[src/rtl/cursor_bar_multi_pkg.sv]
// -----------------------------------------------------------------------------
// cursor_pkg
// Shared definitions for the multi-cursor overlay bar and its neighbours.
//   rep_state_t      : state encoding of the button auto-repeat FSM
//   CUR_POS_DEFAULT  : default geometry, shared with the single bar and mixer
//   CUR_STEP
//   CUR_POS_MIN
//   CUR_POS_MAX
//   idx_width()      : width of a cursor index, never less than one bit
// -----------------------------------------------------------------------------
package cursor_pkg;

   typedef enum logic [1:0] {
      ST_IDLE   = 2'd0,
      ST_DELAY  = 2'd1,
      ST_REPEAT = 2'd2
   } rep_state_t;

   localparam int CUR_POS_DEFAULT = 384;
   localparam int CUR_STEP        = 12;
   localparam int CUR_POS_MIN     = 12;
   localparam int CUR_POS_MAX     = 756;

   function automatic int idx_width(input int n);
      return (n > 1) ? $clog2(n) : 1;
   endfunction

endpackage

[src/rtl/cursor_bar_multi_if.sv]
// -----------------------------------------------------------------------------
// cursor_bar_multi_if
// Button, coordinate and overlay signals of the multi-cursor bar.
//   btn_inc, btn_dec, btn_sel : debounced button levels (master -> slave)
//   coord_visible             : visible pixel coordinate on the cursor axis
//   in_line                   : per-cursor hit flags (slave -> master)
//   in_active_line            : hit flag of the selected cursor
//   active_idx                : index of the selected cursor
//   pos_flat                  : all cursor positions, cursor i at [i*COORD_W +: COORD_W]
// The cursor block connects to the slave modport, its driver to master.
// -----------------------------------------------------------------------------
interface cursor_bar_multi_if #(
   parameter int N_CURSORS = 2,
   parameter int COORD_W   = 11
);
   localparam int IDX_W = cursor_pkg::idx_width(N_CURSORS);

   logic                           btn_inc;
   logic                           btn_dec;
   logic                           btn_sel;
   logic [COORD_W-1:0]             coord_visible;
   logic [N_CURSORS-1:0]           in_line;
   logic                           in_active_line;
   logic [IDX_W-1:0]               active_idx;
   logic [N_CURSORS*COORD_W-1:0]   pos_flat;

   modport master (
      output btn_inc, btn_dec, btn_sel, coord_visible,
      input  in_line, in_active_line, active_idx, pos_flat
   );

   modport slave (
      input  btn_inc, btn_dec, btn_sel, coord_visible,
      output in_line, in_active_line, active_idx, pos_flat
   );
endinterface

[src/rtl/cursor_bar_multi_btn_autorepeat.sv]
// -----------------------------------------------------------------------------
// btn_autorepeat
// Turns a held button level into step pulses: one pulse on press, one more
// after REPEAT_DELAY cycles, then one every REPEAT_PERIOD cycles.
//   clk      : clock
//   rst_n    : asynchronous active-low reset
//   btn      : button level to repeat
//   inhibit  : opposing button level; while both are held no step is issued
//   step     : single-cycle step pulse
// -----------------------------------------------------------------------------
module btn_autorepeat
   import cursor_pkg::*;
#(
   parameter int REPEAT_DELAY  = 25_000_000,
   parameter int REPEAT_PERIOD = 5_000_000
) (
   input  logic clk,
   input  logic rst_n,
   input  logic btn,
   input  logic inhibit,
   output logic step
);

   localparam int CNT_MAX = (REPEAT_DELAY > REPEAT_PERIOD) ? REPEAT_DELAY : REPEAT_PERIOD;
   localparam int CNT_W   = $clog2(CNT_MAX + 1);
   localparam logic [CNT_W-1:0] DLY_LAST = CNT_W'(REPEAT_DELAY - 1);
   localparam logic [CNT_W-1:0] PER_LAST = CNT_W'(REPEAT_PERIOD - 1);

   if (REPEAT_DELAY < 1 || REPEAT_PERIOD < 1) begin : g_bad_timing
      $error("btn_autorepeat: REPEAT_DELAY and REPEAT_PERIOD must be >= 1");
   end

   rep_state_t       state_q, state_d;
   logic [CNT_W-1:0] cnt_q, cnt_d;
   logic             btn_q, btn_d;
   logic             inh_q, inh_d;
   logic             hold;

   // Registered levels: the FSM reacts one cycle after the button changes.
   assign btn_d = btn;
   assign inh_d = inhibit;
   assign hold  = btn_q && !inh_q;

   always_ff @(posedge clk or negedge rst_n) begin
      if (!rst_n) begin
         state_q <= ST_IDLE;
         cnt_q   <= '0;
         btn_q   <= 1'b0;
         inh_q   <= 1'b0;
      end else begin
         state_q <= state_d;
         cnt_q   <= cnt_d;
         btn_q   <= btn_d;
         inh_q   <= inh_d;
      end
   end

   always_comb begin
      state_d = state_q;
      cnt_d   = cnt_q;
      if (!hold) begin
         state_d = ST_IDLE;
         cnt_d   = '0;
      end else begin
         case (state_q)
            ST_IDLE: begin
               state_d = ST_DELAY;
               cnt_d   = '0;
            end
            ST_DELAY: begin
               if (cnt_q == DLY_LAST) begin
                  state_d = ST_REPEAT;
                  cnt_d   = '0;
               end else begin
                  cnt_d = cnt_q + CNT_W'(1);
               end
            end
            ST_REPEAT: begin
               if (cnt_q == PER_LAST) cnt_d = '0;
               else                   cnt_d = cnt_q + CNT_W'(1);
            end
            default: begin
               state_d = ST_IDLE;
               cnt_d   = '0;
            end
         endcase
      end
   end

   always_comb begin
      step = 1'b0;
      if (hold) begin
         case (state_q)
            ST_IDLE:   step = 1'b1;
            ST_DELAY:  step = (cnt_q == DLY_LAST);
            ST_REPEAT: step = (cnt_q == PER_LAST);
            default:   step = 1'b0;
         endcase
      end
   end

endmodule

[src/rtl/cursor_bar_multi.sv]
// -----------------------------------------------------------------------------
// cursor_bar_multi
// N_CURSORS independent cursor positions on one screen axis for the scope
// VGA overlay. btn_inc/btn_dec move the selected cursor with auto-repeat,
// btn_sel cycles the selection, and per-pixel hit flags are produced against
// the current visible coordinate (vc_visible for horizontal lines, hc_visible
// for vertical ones).
//   clk_fpga : system clock
//   rst_n    : asynchronous active-low reset
//   cb       : cursor_bar_multi_if.slave (buttons, coordinate, hit flags,
//              active index, flattened positions)
// -----------------------------------------------------------------------------
module cursor_bar_multi
   import cursor_pkg::*;
#(
   parameter int N_CURSORS     = 2,
   parameter int COORD_W       = 11,
   parameter int POS_DEFAULT   = CUR_POS_DEFAULT,
   parameter int STEP          = CUR_STEP,
   parameter int POS_MIN       = CUR_POS_MIN,
   parameter int POS_MAX       = CUR_POS_MAX,
   parameter int LINE_W        = 1,
   parameter int REPEAT_DELAY  = 25_000_000,
   parameter int REPEAT_PERIOD = 5_000_000
) (
   input  logic                clk_fpga,
   input  logic                rst_n,
   cursor_bar_multi_if.slave   cb
);

   localparam int IDX_W = idx_width(N_CURSORS);
   localparam int EXT_W = COORD_W + 1;

   localparam logic [EXT_W-1:0]   STEP_X = EXT_W'(STEP);
   localparam logic [EXT_W-1:0]   MIN_X  = EXT_W'(POS_MIN);
   localparam logic [EXT_W-1:0]   MAX_X  = EXT_W'(POS_MAX);
   localparam logic [EXT_W-1:0]   LINE_X = EXT_W'(LINE_W);
   localparam logic [COORD_W-1:0] DEF_C  = COORD_W'(POS_DEFAULT);

   if (N_CURSORS < 1 || N_CURSORS > 8) begin : g_bad_n
      $error("cursor_bar_multi: N_CURSORS must be 1..8");
   end
   if (LINE_W < 1 || LINE_W > 8) begin : g_bad_line
      $error("cursor_bar_multi: LINE_W must be 1..8");
   end
   if (!(POS_MIN <= POS_DEFAULT && POS_DEFAULT <= POS_MAX && POS_MAX < (1 << COORD_W))) begin : g_bad_geom
      $error("cursor_bar_multi: need POS_MIN <= POS_DEFAULT <= POS_MAX < 2**COORD_W");
   end

   // Saturating moves in one extra bit so neither direction can wrap.
   function automatic logic [COORD_W-1:0] sat_inc(input logic [COORD_W-1:0] p);
      logic [EXT_W-1:0] sum;
      logic [EXT_W-1:0] res;
      sum = {1'b0, p} + STEP_X;
      res = (sum > MAX_X) ? MAX_X : sum;
      return res[COORD_W-1:0];
   endfunction

   function automatic logic [COORD_W-1:0] sat_dec(input logic [COORD_W-1:0] p);
      logic [EXT_W-1:0] res;
      if ({1'b0, p} < MIN_X + STEP_X) res = MIN_X;
      else                            res = {1'b0, p} - STEP_X;
      return res[COORD_W-1:0];
   endfunction

   logic               step_inc;
   logic               step_dec;
   logic [COORD_W-1:0] pos_q [N_CURSORS];
   logic [COORD_W-1:0] pos_d [N_CURSORS];
   logic [IDX_W-1:0]   idx_q, idx_d;
   logic               sel_q, sel_d;

   // Each move button inhibits the other: pressing both freezes the cursor.
   btn_autorepeat #(
      .REPEAT_DELAY  (REPEAT_DELAY),
      .REPEAT_PERIOD (REPEAT_PERIOD)
   ) u_rep_inc (
      .clk     (clk_fpga),
      .rst_n   (rst_n),
      .btn     (cb.btn_inc),
      .inhibit (cb.btn_dec),
      .step    (step_inc)
   );

   btn_autorepeat #(
      .REPEAT_DELAY  (REPEAT_DELAY),
      .REPEAT_PERIOD (REPEAT_PERIOD)
   ) u_rep_dec (
      .clk     (clk_fpga),
      .rst_n   (rst_n),
      .btn     (cb.btn_dec),
      .inhibit (cb.btn_inc),
      .step    (step_dec)
   );

   always_ff @(posedge clk_fpga or negedge rst_n) begin
      if (!rst_n) begin
         for (int i = 0; i < N_CURSORS; i++) pos_q[i] <= DEF_C;
         idx_q <= '0;
         sel_q <= 1'b0;
      end else begin
         for (int i = 0; i < N_CURSORS; i++) pos_q[i] <= pos_d[i];
         idx_q <= idx_d;
         sel_q <= sel_d;
      end
   end

   // A step uses the index held this cycle, so a simultaneous selection
   // edge moves the old cursor and only then advances.
   always_comb begin
      for (int i = 0; i < N_CURSORS; i++) begin
         pos_d[i] = pos_q[i];
         if (IDX_W'(i) == idx_q) begin
            if (step_inc)      pos_d[i] = sat_inc(pos_q[i]);
            else if (step_dec) pos_d[i] = sat_dec(pos_q[i]);
         end
      end
      sel_d = cb.btn_sel;
      idx_d = idx_q;
      if (cb.btn_sel && !sel_q) begin
         idx_d = (idx_q == IDX_W'(N_CURSORS - 1)) ? '0 : idx_q + IDX_W'(1);
      end
   end

   logic [N_CURSORS-1:0]         in_line_c;
   logic                         in_active_c;
   logic [N_CURSORS*COORD_W-1:0] pos_flat_c;

   always_comb begin
      in_line_c   = '0;
      in_active_c = 1'b0;
      pos_flat_c  = '0;
      for (int i = 0; i < N_CURSORS; i++) begin
         in_line_c[i] = ({1'b0, cb.coord_visible} >= {1'b0, pos_q[i]}) &&
                        ({1'b0, cb.coord_visible} <  ({1'b0, pos_q[i]} + LINE_X));
         pos_flat_c[i*COORD_W +: COORD_W] = pos_q[i];
      end
      for (int i = 0; i < N_CURSORS; i++) begin
         if (IDX_W'(i) == idx_q) in_active_c = in_line_c[i];
      end
   end

   assign cb.in_line        = in_line_c;
   assign cb.in_active_line = in_active_c;
   assign cb.active_idx     = idx_q;
   assign cb.pos_flat       = pos_flat_c;

endmodule

[src/flat_wrapper.sv]
// flat-port wrapper written by rule: the top's interface ports become plain ports
module cursor_bar_multi_flat import cursor_pkg::*;
#(
   parameter int N_CURSORS     = 2,
   parameter int COORD_W       = 11,
   parameter int POS_DEFAULT   = CUR_POS_DEFAULT,
   parameter int STEP          = CUR_STEP,
   parameter int POS_MIN       = CUR_POS_MIN,
   parameter int POS_MAX       = CUR_POS_MAX,
   parameter int LINE_W        = 1,
   parameter int REPEAT_DELAY  = 25_000_000,
   parameter int REPEAT_PERIOD = 5_000_000
)
  (clk_fpga, rst_n, cb_btn_inc, cb_btn_dec, cb_btn_sel, cb_coord_visible, cb_in_line, cb_in_active_line, cb_active_idx, cb_pos_flat);
  cursor_bar_multi_if #(.N_CURSORS(N_CURSORS), .COORD_W(COORD_W)) cb_i ();
  input  logic clk_fpga;
  input  logic rst_n;
  input wire logic [$bits(cb_i.btn_inc)-1:0] cb_btn_inc;
  input wire logic [$bits(cb_i.btn_dec)-1:0] cb_btn_dec;
  input wire logic [$bits(cb_i.btn_sel)-1:0] cb_btn_sel;
  input wire logic [$bits(cb_i.coord_visible)-1:0] cb_coord_visible;
  output wire logic [$bits(cb_i.in_line)-1:0] cb_in_line;
  output wire logic [$bits(cb_i.in_active_line)-1:0] cb_in_active_line;
  output wire logic [$bits(cb_i.active_idx)-1:0] cb_active_idx;
  output wire logic [$bits(cb_i.pos_flat)-1:0] cb_pos_flat;
  assign cb_i.btn_inc = cb_btn_inc;
  assign cb_i.btn_dec = cb_btn_dec;
  assign cb_i.btn_sel = cb_btn_sel;
  assign cb_i.coord_visible = cb_coord_visible;
  assign cb_in_line = cb_i.in_line;
  assign cb_in_active_line = cb_i.in_active_line;
  assign cb_active_idx = cb_i.active_idx;
  assign cb_pos_flat = cb_i.pos_flat;
  cursor_bar_multi #(.N_CURSORS(N_CURSORS), .COORD_W(COORD_W), .POS_DEFAULT(POS_DEFAULT), .STEP(STEP), .POS_MIN(POS_MIN), .POS_MAX(POS_MAX), .LINE_W(LINE_W), .REPEAT_DELAY(REPEAT_DELAY), .REPEAT_PERIOD(REPEAT_PERIOD)) u_core (.clk_fpga(clk_fpga), .rst_n(rst_n), .cb(cb_i));
endmodule
[config.mk]
export PLATFORM = sky130hd
export DESIGN_NAME = cursor_bar_multi_flat
export DESIGN_NICKNAME = d
export VERILOG_FILES = /design/src/rtl/cursor_bar_multi_pkg.sv /design/src/rtl/cursor_bar_multi_if.sv /design/src/rtl/cursor_bar_multi_btn_autorepeat.sv /design/src/rtl/cursor_bar_multi.sv /design/src/flat_wrapper.sv
export SDC_FILE = /design/constraint.sdc
export NUM_CORES = 1
export LEC_CHECK = 0
export CAP_MARGIN = 20
export CELL_PAD_IN_SITES_DETAIL_PLACEMENT = 2
export CELL_PAD_IN_SITES_GLOBAL_PLACEMENT = 2
export CORE_MARGIN = 10
export CORE_UTILIZATION = 41
export DETAILED_ROUTE_END_ITERATION = 10
export GPL_TIMING_DRIVEN = 0
export HOLD_SLACK_MARGIN = 0.15
export PLACE_DENSITY_LB_ADDON = 0.1
export SLEW_MARGIN = 20
export SYNTH_ARGS = -nofsm -noshare
export SYNTH_HDL_FRONTEND = slang
export SYNTH_HIERARCHICAL = 1
export SYNTH_SLANG_ARGS = --single-unit
[constraint.sdc]
create_clock -name clk_fpga -period 5.3 [get_ports clk_fpga]
set_input_delay 1.325 -clock clk_fpga [delete_from_list [all_inputs] [get_ports clk_fpga]]
set_output_delay 1.325 -clock clk_fpga [all_outputs]
set_load 0.005 [all_outputs]
==> impl_metrics.csv, run 1 <==
group,metric,value,unit
hold_path,hold_path_class,"flip-flop to flip-flop",
route,drt_pass1_iterations,6,
global_route,antenna_found_initial,0,
yosys,yosysMostFrequentCell,"dfrtp_1",
critical_path,path_delay_family,"buffers and inverters",
yosys,post_synth.cell_area_avg,9.09,um2
critical_path,critPathKind,"primary input to output pin",
critical_path,crit_buf_inv,3,
yosys,synth-edff-count,0,
clocking,tritoncts,"done",
pwr,peakVddDrop,0.151,mV
yosys,ys.warnings.count,6,
critical_path,timing.rr.start,"u_core/u_rep_inc/cnt_q[10]$_DFF_PN0_",
die,die_h,143,um
yosys,yosysTopAreaCell,"dfrtp_1",
hold_path,hold_end,"u_core/u_rep_dec/cnt_q[0]$_DFF_PN0_",
job,drv_cap,0,
yosys,ys_ff_latch,78,
timing,finClkSkew,0.0134,ns
critical_path,arrival,3.83,ns
pwr,power_density,375,nW/um2
route,num_vias,5652,
final_layout,drive_above_1_share,0.132,
place,place_hpwl,14700,um
timing,slew_headroom,0.464,
critical_path,path_max_fanout,3,
outcome,status,"complete, no violations",
die,core_area,14600,um2
global_route,grt_max_degree,43,
global_route,grt_pass1_vias,6248,
die,io_pins,42,
timing,finalHoldViolCount,0,
clocking,clk_latency,0.35,ns
timing,rsz0062_at_grt,"no",
final_layout,area_growth_syn_to_layout,15.7,%
yosys,synth_top_area_frac,0.301,
timing,fmax,194,MHz
route,finalWirelength,20300,um
clocking,cts_root_buf,"clkbuf_16",
global_route,grt-ovfl-total,0,
critical_path,critPathSlowestCell,"clkdlybuf4s50_1",
timing,finalMaxSlewViolations,0,
route,drt_iter0_drc,280,
clocking,cts_buffers,9,
timing,worst_slack,0.145,ns
final_layout,final_nets,801,
yosys,synthCells,677,
place,io_buffers,37,
critical_path,startpoint_type,"primary input",
yosys,synth_area_leaders,"dfrtp_1 30%, ha_1 11%, xnor2_1 3.7%, o21ai_0 3.3%, a21oi_1 3.2%",
die,die_w,143,um
clocking,clock_sinks,78,
clocking,cts_max_level,3,
critical_path,r2r_end,"u_core/cb.pos_flat[8]$_DFFE_PN1P_",
route,drc_errors,0,
global_route,grt_pass1_wl,34100,um
die,rows,44,
yosys,yosysUniqueCellTypes,89,
route,post_drt_via_cell_ratio,6.15,
yosys,synth_ff_type,"dfrtp_1",
global_route,grt_use_total,0.206,
clocking,path_clk_slew,0.06,ns
final_layout,num_antenna_cells,0,
place,routabilityCongestion,0.843,
critical_path,reg2reg_depth,13,
timing,fin_crit_sh,0.973,
die,start_util,0.420,
critical_path,required,3.97,ns
pwr,power.leakage,2.74,nW
pwr,report.power.total,2.67,mW
final_layout,num-fill-cells,1588,
place,place_ws,-0.155,ns
timing,tightest_slew,0.804,ns
clocking,cts_max_path_buffers,2,
hold_path,hold_depth,1,
route,routedWlPerCell,22.0,um
critical_path,r2r_slack,1.53,ns
die,die_area,20300,um2
timing,period_needed,5.16,ns
hold_path,hp-start,"u_core/u_rep_dec/cnt_q[0]$_DFF_PN0_",
yosys,ys_top_cells_by_count,"74 x dfrtp_1, 55 x ha_1, 50 x inv_1",
timing,setup_viol_count_final,0,
yosys,netlist_area,6160,um2
route,drtAntennaViolNets,0,
critical_path,path_cells,"clkdlybuf4s50_1, ha_4, o21ai_0, a211oi_2, a2111oi_2, a2111oi_2, buf_4, mux2_2, clkdlybuf4s50_1",
yosys,async_flop_share,1.00,
critical_path,slowest_delay,0.50,ns
critical_path,end_kind,"output pin",
yosys,ys_seq_area_frac,0.318,
-- power breakdown --
group          switching, mW  internal [mW]  leakage [nW]
clock network          0.269          0.345         0.139
registers             0.0986          0.670          1.04
logic                  0.748          0.543          1.56
-- worst reg2reg max path, stage by stage, from the launching register on --
cell and delay (ns):
dfrtp_1 0.37, buf_6 0.13, or4_1 0.51, or4_1 0.59, buf_6 0.17, nor3_1 0.16, o31a_1 0.16, buf_2 0.29
nor2_1 0.14, or2_2 0.29, clkbuf_1 0.25, nor4_1 0.38, a22oi_1 0.11, o41ai_1 0.11
-- placed cells by master, fill, tap and decap left out, types with 4 or more instances in the layout --
master / count
or4_1: 12
buf_6: 6
nand2_1: 45
a31oi_1: 5
a21o_1: 4
nand4_1: 26
o31ai_1: 5
a22oi_1: 9
nor3_1: 15
xor2_1: 8
dlymetal6s2s_1: 5
clkbuf_1: 13
mux2i_1: 4
buf_2: 11
a221oi_2: 4
and4_1: 4
xnor2_1: 26
a211oi_2: 7
clkbuf_16: 9
a21oi_1: 39
nor4_1: 9
o21a_1: 4
ha_1: 54
a221oi_1: 6
clkdlybuf4s50_1: 31
nor2b_1: 7
dfstp_2: 4
inv_1: 50
conb_1: 4
nand4b_1: 4
nand3_1: 22
o21ai_0: 40
o31a_1: 5
nor2_1: 28
or3_1: 22
buf_4: 11
dfrtp_1: 74
a211oi_1: 14
-- state kept, by name, indices dropped and copies added (netlist names) --
| name | flops |
|---|---|
| u_core/u_rep_dec/state_q | 2 |
| u_core/sel_q | 1 |
| u_core/u_rep_inc/btn_q | 1 |
| u_core/u_rep_dec/inh_q | 1 |
| u_core/u_rep_dec/cnt_q | 25 |
| u_core/u_rep_inc/inh_q | 1 |
| u_core/u_rep_inc/cnt_q | 25 |
| u_core/u_rep_dec/btn_q | 1 |
| u_core/u_rep_inc/state_q | 2 |
| u_core/cb.pos_flat | 18 |
| u_core/cb.active_idx | 1 |
-- cells by family after synthesis --
group           Yosys count  synth area share
buf+inv                  91            0.0726
flops                    78             0.318
fa+ha+maj                55             0.112
mux                       8            0.0144
xor+xnor                 34            0.0484
other cells               1          0.000609
simple gates            224             0.210
compound gates          186             0.225
-- per-stage QoR --
stage	instances	utilization	setup TNS, ns	hold slack [ns]	area (um2)
after CTS	919	0.484	0	0.529	7080
after global placement	901	0.462	-11.11	0.503	6770
after floorplan	680	-	0	0.469	6170
after detailed placement	902	0.463	-0.172	0.519	6790
after global routing	919	0.486	0	0.552	7120
final	919	0.486	0	0.533	7120
-- how the worst max path moves through the flow --
stage                   startpoint                             endpoint  slack (ns)  cells after the start
2_1_floorplan  cb_coord_visible[3]                    cb_in_active_line        1.16                      6
4_1_cts        cb_coord_visible[7]                    cb_in_active_line        0.04                      9
5_1_grt        cb_coord_visible[3]                    cb_in_active_line       0.005                      9
3_3_place_gp                 rst_n  u_core/u_rep_dec/cnt_q[3]$_DFF_PN0_       -0.15                      1
6_report       cb_coord_visible[3]                    cb_in_active_line        0.14                      9
3_5_place_dp   cb_coord_visible[7]                    cb_in_active_line       -0.15                      8
-- per-layer routing --
layer	part of all wire	up-vias	GRT usage
met5	0	-	0
met4	0.013	0	0.0527
met3	0.032	20	0.0297
met2	0.51	84	0.364
met1	0.45	2910	0.258
li1	-	2638	-
-- what timing repair did --
action | in CTS | in global routing
endpoints found under the setup margin | 2 | 2
setup buffers | 1 | 0
hold endpoints to repair | 0 | 0
hold buffers | 0 | 0
gates resized for setup | 1 | 10
pin swaps | 1 | 4
-- area by class of cell --
class	count	area (um2)	area share
buffer	41	259	0.0364
clock buffer	12	256	0.0360
clock inverter	4	30.0	0.00422
inverter	50	188	0.0264
multi-input combinational	511	3790	0.533
sequential	78	1960	0.275
tap	184	230	0.0323
timing repair buffer	39	408	0.0573
Power figures use the tool's default switching activity.
==> run 2: changes to the inputs <==
--- a/config.mk
+++ b/config.mk
@@ -6,10 +6,11 @@
 export NUM_CORES = 1
 export LEC_CHECK = 0
 export CAP_MARGIN = 20
-export CELL_PAD_IN_SITES_DETAIL_PLACEMENT = 2
+export CELL_PAD_IN_SITES_DETAIL_PLACEMENT = 1
 export CELL_PAD_IN_SITES_GLOBAL_PLACEMENT = 2
 export CORE_MARGIN = 10
 export CORE_UTILIZATION = 41
+export CTS_CLUSTER_SIZE = 25
 export DETAILED_ROUTE_END_ITERATION = 10
 export GPL_TIMING_DRIVEN = 0
 export HOLD_SLACK_MARGIN = 0.15
==> run 2 against run 1 <==
  * Fmax fell by 0.20%
  * Sequential power fell by 0.5%
  * Clock skew fell by 0.0044 ns
  * Core utilization did not move
  * Highest routed layer unchanged
  * Non-clock buffer count rose by 1
  * Cell count rose by 0.11%
  * Via count fell by 3.3%
  * Die area did not move
  * Power fell by 1.6%
  * Clock-buffer cell count rose by 2
  * Wire length fell by 11%
  * Setup slack got worse by 0.010 ns
==> impl_metrics.csv, run 2 (synthesis results as in run 1) <==
group,metric,value,unit
pwr,power_density,369,nW/um2
critical_path,critPathKind,"primary input to output pin",
critical_path,end_kind,"output pin",
die,die_area,20300,um2
clocking,cts_max_path_buffers,2,
die,die_h,143,um
critical_path,path_max_fanout,6,
critical_path,required,3.97,ns
critical_path,path_cells,"clkdlybuf4s50_1, ha_1, a2111oi_1, a2111oi_2, buf_4, mux2_2, clkdlybuf4s50_1",
route,finalWirelength,17900,um
timing,finalMaxSlewViolations,0,
place,routabilityCongestion,0.843,
global_route,grtUsageMet1,0.234,
timing,slew_headroom,0.501,
timing,finClkSkew,0.00897,ns
die,rows,44,
timing,tns,0,ns
route,post_drt_via_cell_ratio,5.94,
outcome,status,"complete, no violations",
critical_path,slowest_delay,0.62,ns
clocking,postCtsHoldBufs,0,
global_route,grt_pass1_wl,30100,um
die,io_pins,42,
global_route,grt-ovfl-total,0,
die,core_area,14600,um2
global_route,grt_pass1_vias,5778,
global_route,grt_max_degree,43,
pwr,peakVddDrop,0.212,mV
global_route,grt.busiest_layer,"met2",
timing,fin_crit_sh,0.975,
clocking,cts_max_level,3,
route,drt_iter0_drc,303,
global_route,grt_util_met2,0.303,
global_route,antenna_found_initial,0,
critical_path,critPathSlowestCell,"clkdlybuf4s50_1",
critical_path,arrival,3.84,ns
place,place_hpwl,13200,um
final_layout,final_common_cell,"dfrtp_1",
die,die_w,143,um
timing,worst_hold_slack,0.508,ns
final_layout,final_nets,802,
critical_path,r2r_slack,1.58,ns
route,num_vias,5464,
route,drc_errors,0,
clocking,clock_sinks,78,
route,drt_pass1_iterations,4,
timing,fmax,194,MHz
place,io_buffers,37,
timing,period_needed,5.17,ns
clocking,cts_root_buf,"clkbuf_16",
pwr,report.power.total,2.63,mW
clocking,clk_latency,0.34,ns
die,start_util,0.420,
critical_path,startpoint_type,"primary input",
timing,finalHoldViolCount,0,
route,routedWlPerCell,19.5,um
final_layout,final_cell_mix,"74 x dfrtp_1, 54 x ha_1, 50 x inv_1, 45 x nand2_1, 40 x o21ai_0",
timing,setup_viol_count_final,0,
final_layout,num_antenna_cells,0,
route,drtAntennaViolNets,0,
pwr,power.leakage,2.75,nW
job,drv_cap,0,
clocking,tritoncts,"done",
global_route,grt.met3_usage,0.0300,
final_layout,area_growth_syn_to_layout,15.7,%
critical_path,cpMostUsedCell,"clkdlybuf4s50_1",
clocking,cts_buffers,9,
final_layout,drive_above_1_share,0.126,
global_route,grt_use_total,0.180,
hold_path,hold_path_class,"flip-flop to flip-flop",
clocking,path_clk_slew,0.06,ns
timing,tightest_slew,0.748,ns
run 2: path summary, 6_finish.rpt:
kind	from	to	cells after the start
max in group asynchronous	rst_n	u_core/cb.pos_flat[18]$_DFFE_PN1P_	2
max	cb_coord_visible[10]	cb_in_active_line	7
min	u_core/u_rep_dec/cnt_q[0]$_DFF_PN0_	u_core/u_rep_dec/cnt_q[0]$_DFF_PN0_	1
max reg2reg	u_core/u_rep_inc/cnt_q[10]$_DFF_PN0_	u_core/cb.pos_flat[7]$_DFFE_PN1P_	14
min reg2reg	u_core/u_rep_dec/cnt_q[0]$_DFF_PN0_	u_core/u_rep_dec/cnt_q[0]$_DFF_PN0_	1
min in group asynchronous	rst_n	u_core/cb.pos_flat[10]$_DFFE_PN0P_	1
run 2: stage by stage:
stage | worst slack (ns) | instance area [um2] | util | std cells
4_1_cts | 0.0585 | 7070 | 0.483 | 919
2_1_floorplan | 1.16 | 6170 | - | 680
5_1_grt | -0.00238 | 7120 | 0.486 | 920
3_5_place_dp | -0.124 | 6790 | 0.463 | 902
6_report | 0.134 | 7120 | 0.486 | 920
3_3_place_gp | -0.154 | 6770 | 0.462 | 901
run 2: power breakdown:
part / total [mW] / internal [mW] / leakage (nW) / switching [mW]
logic: 1.25 / 0.540 / 1.58 / 0.714
registers: 0.765 / 0.670 / 1.04 / 0.0943
clock network: 0.612 / 0.365 / 0.135 / 0.246
run 2: timing repair:
item,4_1_cts,5_1_grt
pin swaps,1,3
buffers inserted,1,1
endpoints found under the setup margin,2,2
gates cloned,0,0
hold endpoints to repair,0,0
gates resized for setup,1,11
run 2: area by class of cell:
class,count,area (um2)
Fill cell,1721,7520
Multi-Input combinational cell,511,3790
Sequential cell,78,1960
Timing Repair Buffer,40,420
Buffer,41,259
Clock buffer,14,244
Tap cell,184,230
Inverter,50,188
Clock inverter,2,35.0
run 2: worst max-delay path, delay by kind of cell:
kind | cells | cell delay, ns
mux | 1 | 0.25
fa+ha+maj | 1 | 0.30
compound gates | 2 | 0.72
buf+inv | 3 | 1.24
run 2: routing by layer:
metal / up-vias / part of all wire
met5: - / 0
met1: 2738 / 0.47
li1: 2638 / -
met3: 12 / 0.034
met2: 76 / 0.48
met4: 0 / 0.0091
==> run 3: changes to the inputs <==
--- a/config.mk
+++ b/config.mk
@@ -9,7 +9,7 @@
 export CELL_PAD_IN_SITES_DETAIL_PLACEMENT = 1
 export CELL_PAD_IN_SITES_GLOBAL_PLACEMENT = 2
 export CORE_MARGIN = 10
-export CORE_UTILIZATION = 41
+export CORE_UTILIZATION = 34
 export CTS_CLUSTER_SIZE = 25
 export DETAILED_ROUTE_END_ITERATION = 10
 export GPL_TIMING_DRIVEN = 0
==> constraint.sdc (replaced) <==
create_clock -name clk_fpga -period 4.4 [get_ports clk_fpga]
set_input_delay 1.1 -clock clk_fpga [delete_from_list [all_inputs] [get_ports clk_fpga]]
set_output_delay 1.1 -clock clk_fpga [all_outputs]
set_load 0.005 [all_outputs]
==> run 3 against run 2 <==
  * Cell area grew 1.1%
  * Clock-buffer cell count shrank 5
  * Non-clock buffer count shrank 2
  * Flip-flop and latch count is the same
  * Critical endpoint unchanged
==> impl_metrics.csv, run 3 (synthesis results as in run 1) <==
group,metric,value,unit
pwr,power_density,448,nW/um2
timing,finClkSkew,0.00927,ns
critical_path,path_max_fanout,4,
route,drt_pass1_iterations,4,
critical_path,end_kind,"output pin",
hold_path,hold_path_class,"flip-flop to flip-flop",
place,place_hpwl,13700,um
final_layout,num_antenna_cells,0,
timing,setup_viol_count_final,0,
critical_path,arrival,3.20,ns
hold_path,hp-start,"u_core/u_rep_dec/cnt_q[0]$_DFF_PN0_",
timing,slew_headroom,0.473,
global_route,antenna_found_initial,0,
global_route,grt_max_degree,41,
place,routabilityCongestion,0.834,
die,die_area,23900,um2
timing,worst_hold_slack,0.504,ns
route,finalWirelength,18400,um
critical_path,startpoint_type,"primary input",
place,io_buffers,37,
timing,fin_crit_sh,0.976,
final_layout,stdcell_area,7200,um2
final_layout,final_cell_mix,"74 x dfrtp_1, 51 x ha_1, 50 x inv_1, 45 x nand2_1, 39 x o21ai_0",
pwr,p_sw,1.31,mW
final_layout,num-fill-cells,2072,
die,core_area,17900,um2
global_route,grt_pass1_wl,31000,um
pwr,internal_power,1.91,mW
place,place_ws,-0.640,ns
critical_path,reg2reg_depth,14,
final_layout,final_nets,800,
global_route,grt_use_total,0.156,
pwr,pwr-share-seq,0.285,
job,drv_cap,0,
timing,worst_slack,0.104,ns
final_layout,final_common_cell,"dfrtp_1",
pwr,switching_share,0.407,
route,routedWlPerCell,19.1,um
route,num_vias,5451,
timing,tns,0,ns
critical_path,crit_buf_inv,2,
clocking,path_clk_slew,0.06,ns
global_route,grt-ovfl-total,0,
route,drtAntennaViolNets,0,
timing,period_needed,4.30,ns
die,die_w,155,um
timing,finalMaxSlewViolations,0,
route,drc_errors,0,
timing,fmax,233,MHz
final_layout,drive_above_1_share,0.151,
critical_path,required,3.30,ns
clocking,cts_max_level,3,
die,start_util,0.344,
die,rows,49,
clocking,cts_buffers,9,
final_layout,area_growth_syn_to_layout,17.0,%
timing,tightest_slew,0.791,ns
clocking,postCtsHoldBufs,0,
critical_path,timing.rr.start,"u_core/u_rep_inc/cnt_q[10]$_DFF_PN0_",
critical_path,r2r_slack,0.74,ns
clocking,tritoncts,"done",
pwr,peakVddDrop,0.227,mV
global_route,grt_pass1_vias,5895,
pwr,power.leakage,2.71,nW
final_layout,post-route-util,0.402,
route,drt_iter0_drc,311,
critical_path,critPathSlowestCell,"clkdlybuf4s50_1",
die,io_pins,42,
clocking,clock_sinks,78,
pwr,p_clk_frac,0.239,
route,post_drt_via_cell_ratio,5.66,
timing,finalHoldViolCount,0,
clocking,cts_root_buf,"clkbuf_16",
critical_path,r2r_end,"u_core/cb.pos_flat[7]$_DFFE_PN1P_",
critical_path,critPathKind,"primary input to output pin",
critical_path,path_depth,8,
clocking,cts_max_path_buffers,2,
critical_path,crit_path_end,"cb_in_active_line",
critical_path,crit_path_start,"cb_coord_visible[9]",
critical_path,path_cells,"dlygate4sd2_1, ha_1, a21o_1, a221oi_2, o31ai_1, nor3_2, mux2_4, clkdlybuf4s50_1",
clocking,clk_latency,0.35,ns
pwr,power_frac_comb,0.476,
place,post_dp_cell_area,6840,um2
die,die_h,155,um
critical_path,path_delay_family,"buffers and inverters",
outcome,status,"complete, no violations",
critical_path,slowest_delay,0.50,ns
-- run 3: changes by cell type in the layout (fill, tap and decap cells not counted), sizes merged --
cell           delta
clkinv            +1
buf               -1
dlymetal6s2s      -7
clkdlybuf4s50     -2
clkinvlp          +2
dlygate4sd2       +3
inv               +2
-- run 3: stage by stage --
step,std cells,power (mW)
2_1_floorplan,680,1.88
3_3_place_gp,946,2.37
6_report,963,3.23
4_1_cts,963,3.25
5_1_grt,963,3.49
3_5_place_dp,947,2.42
-- run 3: repair_timing --
item / in CTS / in global routing
resized for setup: 22 / 14
endpoints found under the setup margin: 3 / 2
setup buffers: 1 / 0
pin swaps: 8 / 3
-- run 3: per-layer routing --
layer  track usage  vias up  routed length, um
met3        0.0277       16                487
met1         0.194     2731               8700
met5             0        -                  0
met4        0.0468        0                238
met2         0.267       73               8980
li1              -     2631                  -
-- run 3: worst min-delay path by stage --
stage / cells past startpoint / slack [ns] / to
2_1_floorplan: 1 / 0.47 / u_core/u_rep_dec/cnt_q[0]$_DFF_PN0_
3_3_place_gp: 1 / 0.50 / u_core/u_rep_dec/cnt_q[0]$_DFF_PN0_
3_5_place_dp: 1 / 0.50 / u_core/u_rep_dec/cnt_q[0]$_DFF_PN0_
4_1_cts: 1 / 0.51 / u_core/u_rep_dec/cnt_q[0]$_DFF_PN0_
5_1_grt: 1 / 0.54 / u_core/u_rep_dec/cnt_q[0]$_DFF_PN0_
6_report: 1 / 0.50 / u_core/u_rep_dec/cnt_q[0]$_DFF_PN0_
-- run 3: area by class of cell --
| class | instances | area (um2) | area share |
|---|---|---|---|
| Multi-Input combinational cell | 511 | 3850 | 0.535 |
| Sequential cell | 78 | 1960 | 0.272 |
| Timing Repair Buffer | 39 | 362 | 0.0502 |
| Tap cell | 229 | 287 | 0.0398 |
| Buffer | 40 | 255 | 0.0354 |
| Clock buffer | 9 | 225 | 0.0313 |
| Inverter | 50 | 188 | 0.0261 |
| Clock inverter | 7 | 72.6 | 0.0101 |
-- run 3: power by group through the flow --
stage	clock network (mW)	registers (mW)	logic, mW
final	0.771	0.920	1.54
after global routing	0.826	0.940	1.72
after CTS	0.796	0.922	1.53
after detailed placement	0	0.934	1.49
after global placement	0	0.930	1.44
after floorplan	0	0.907	0.969
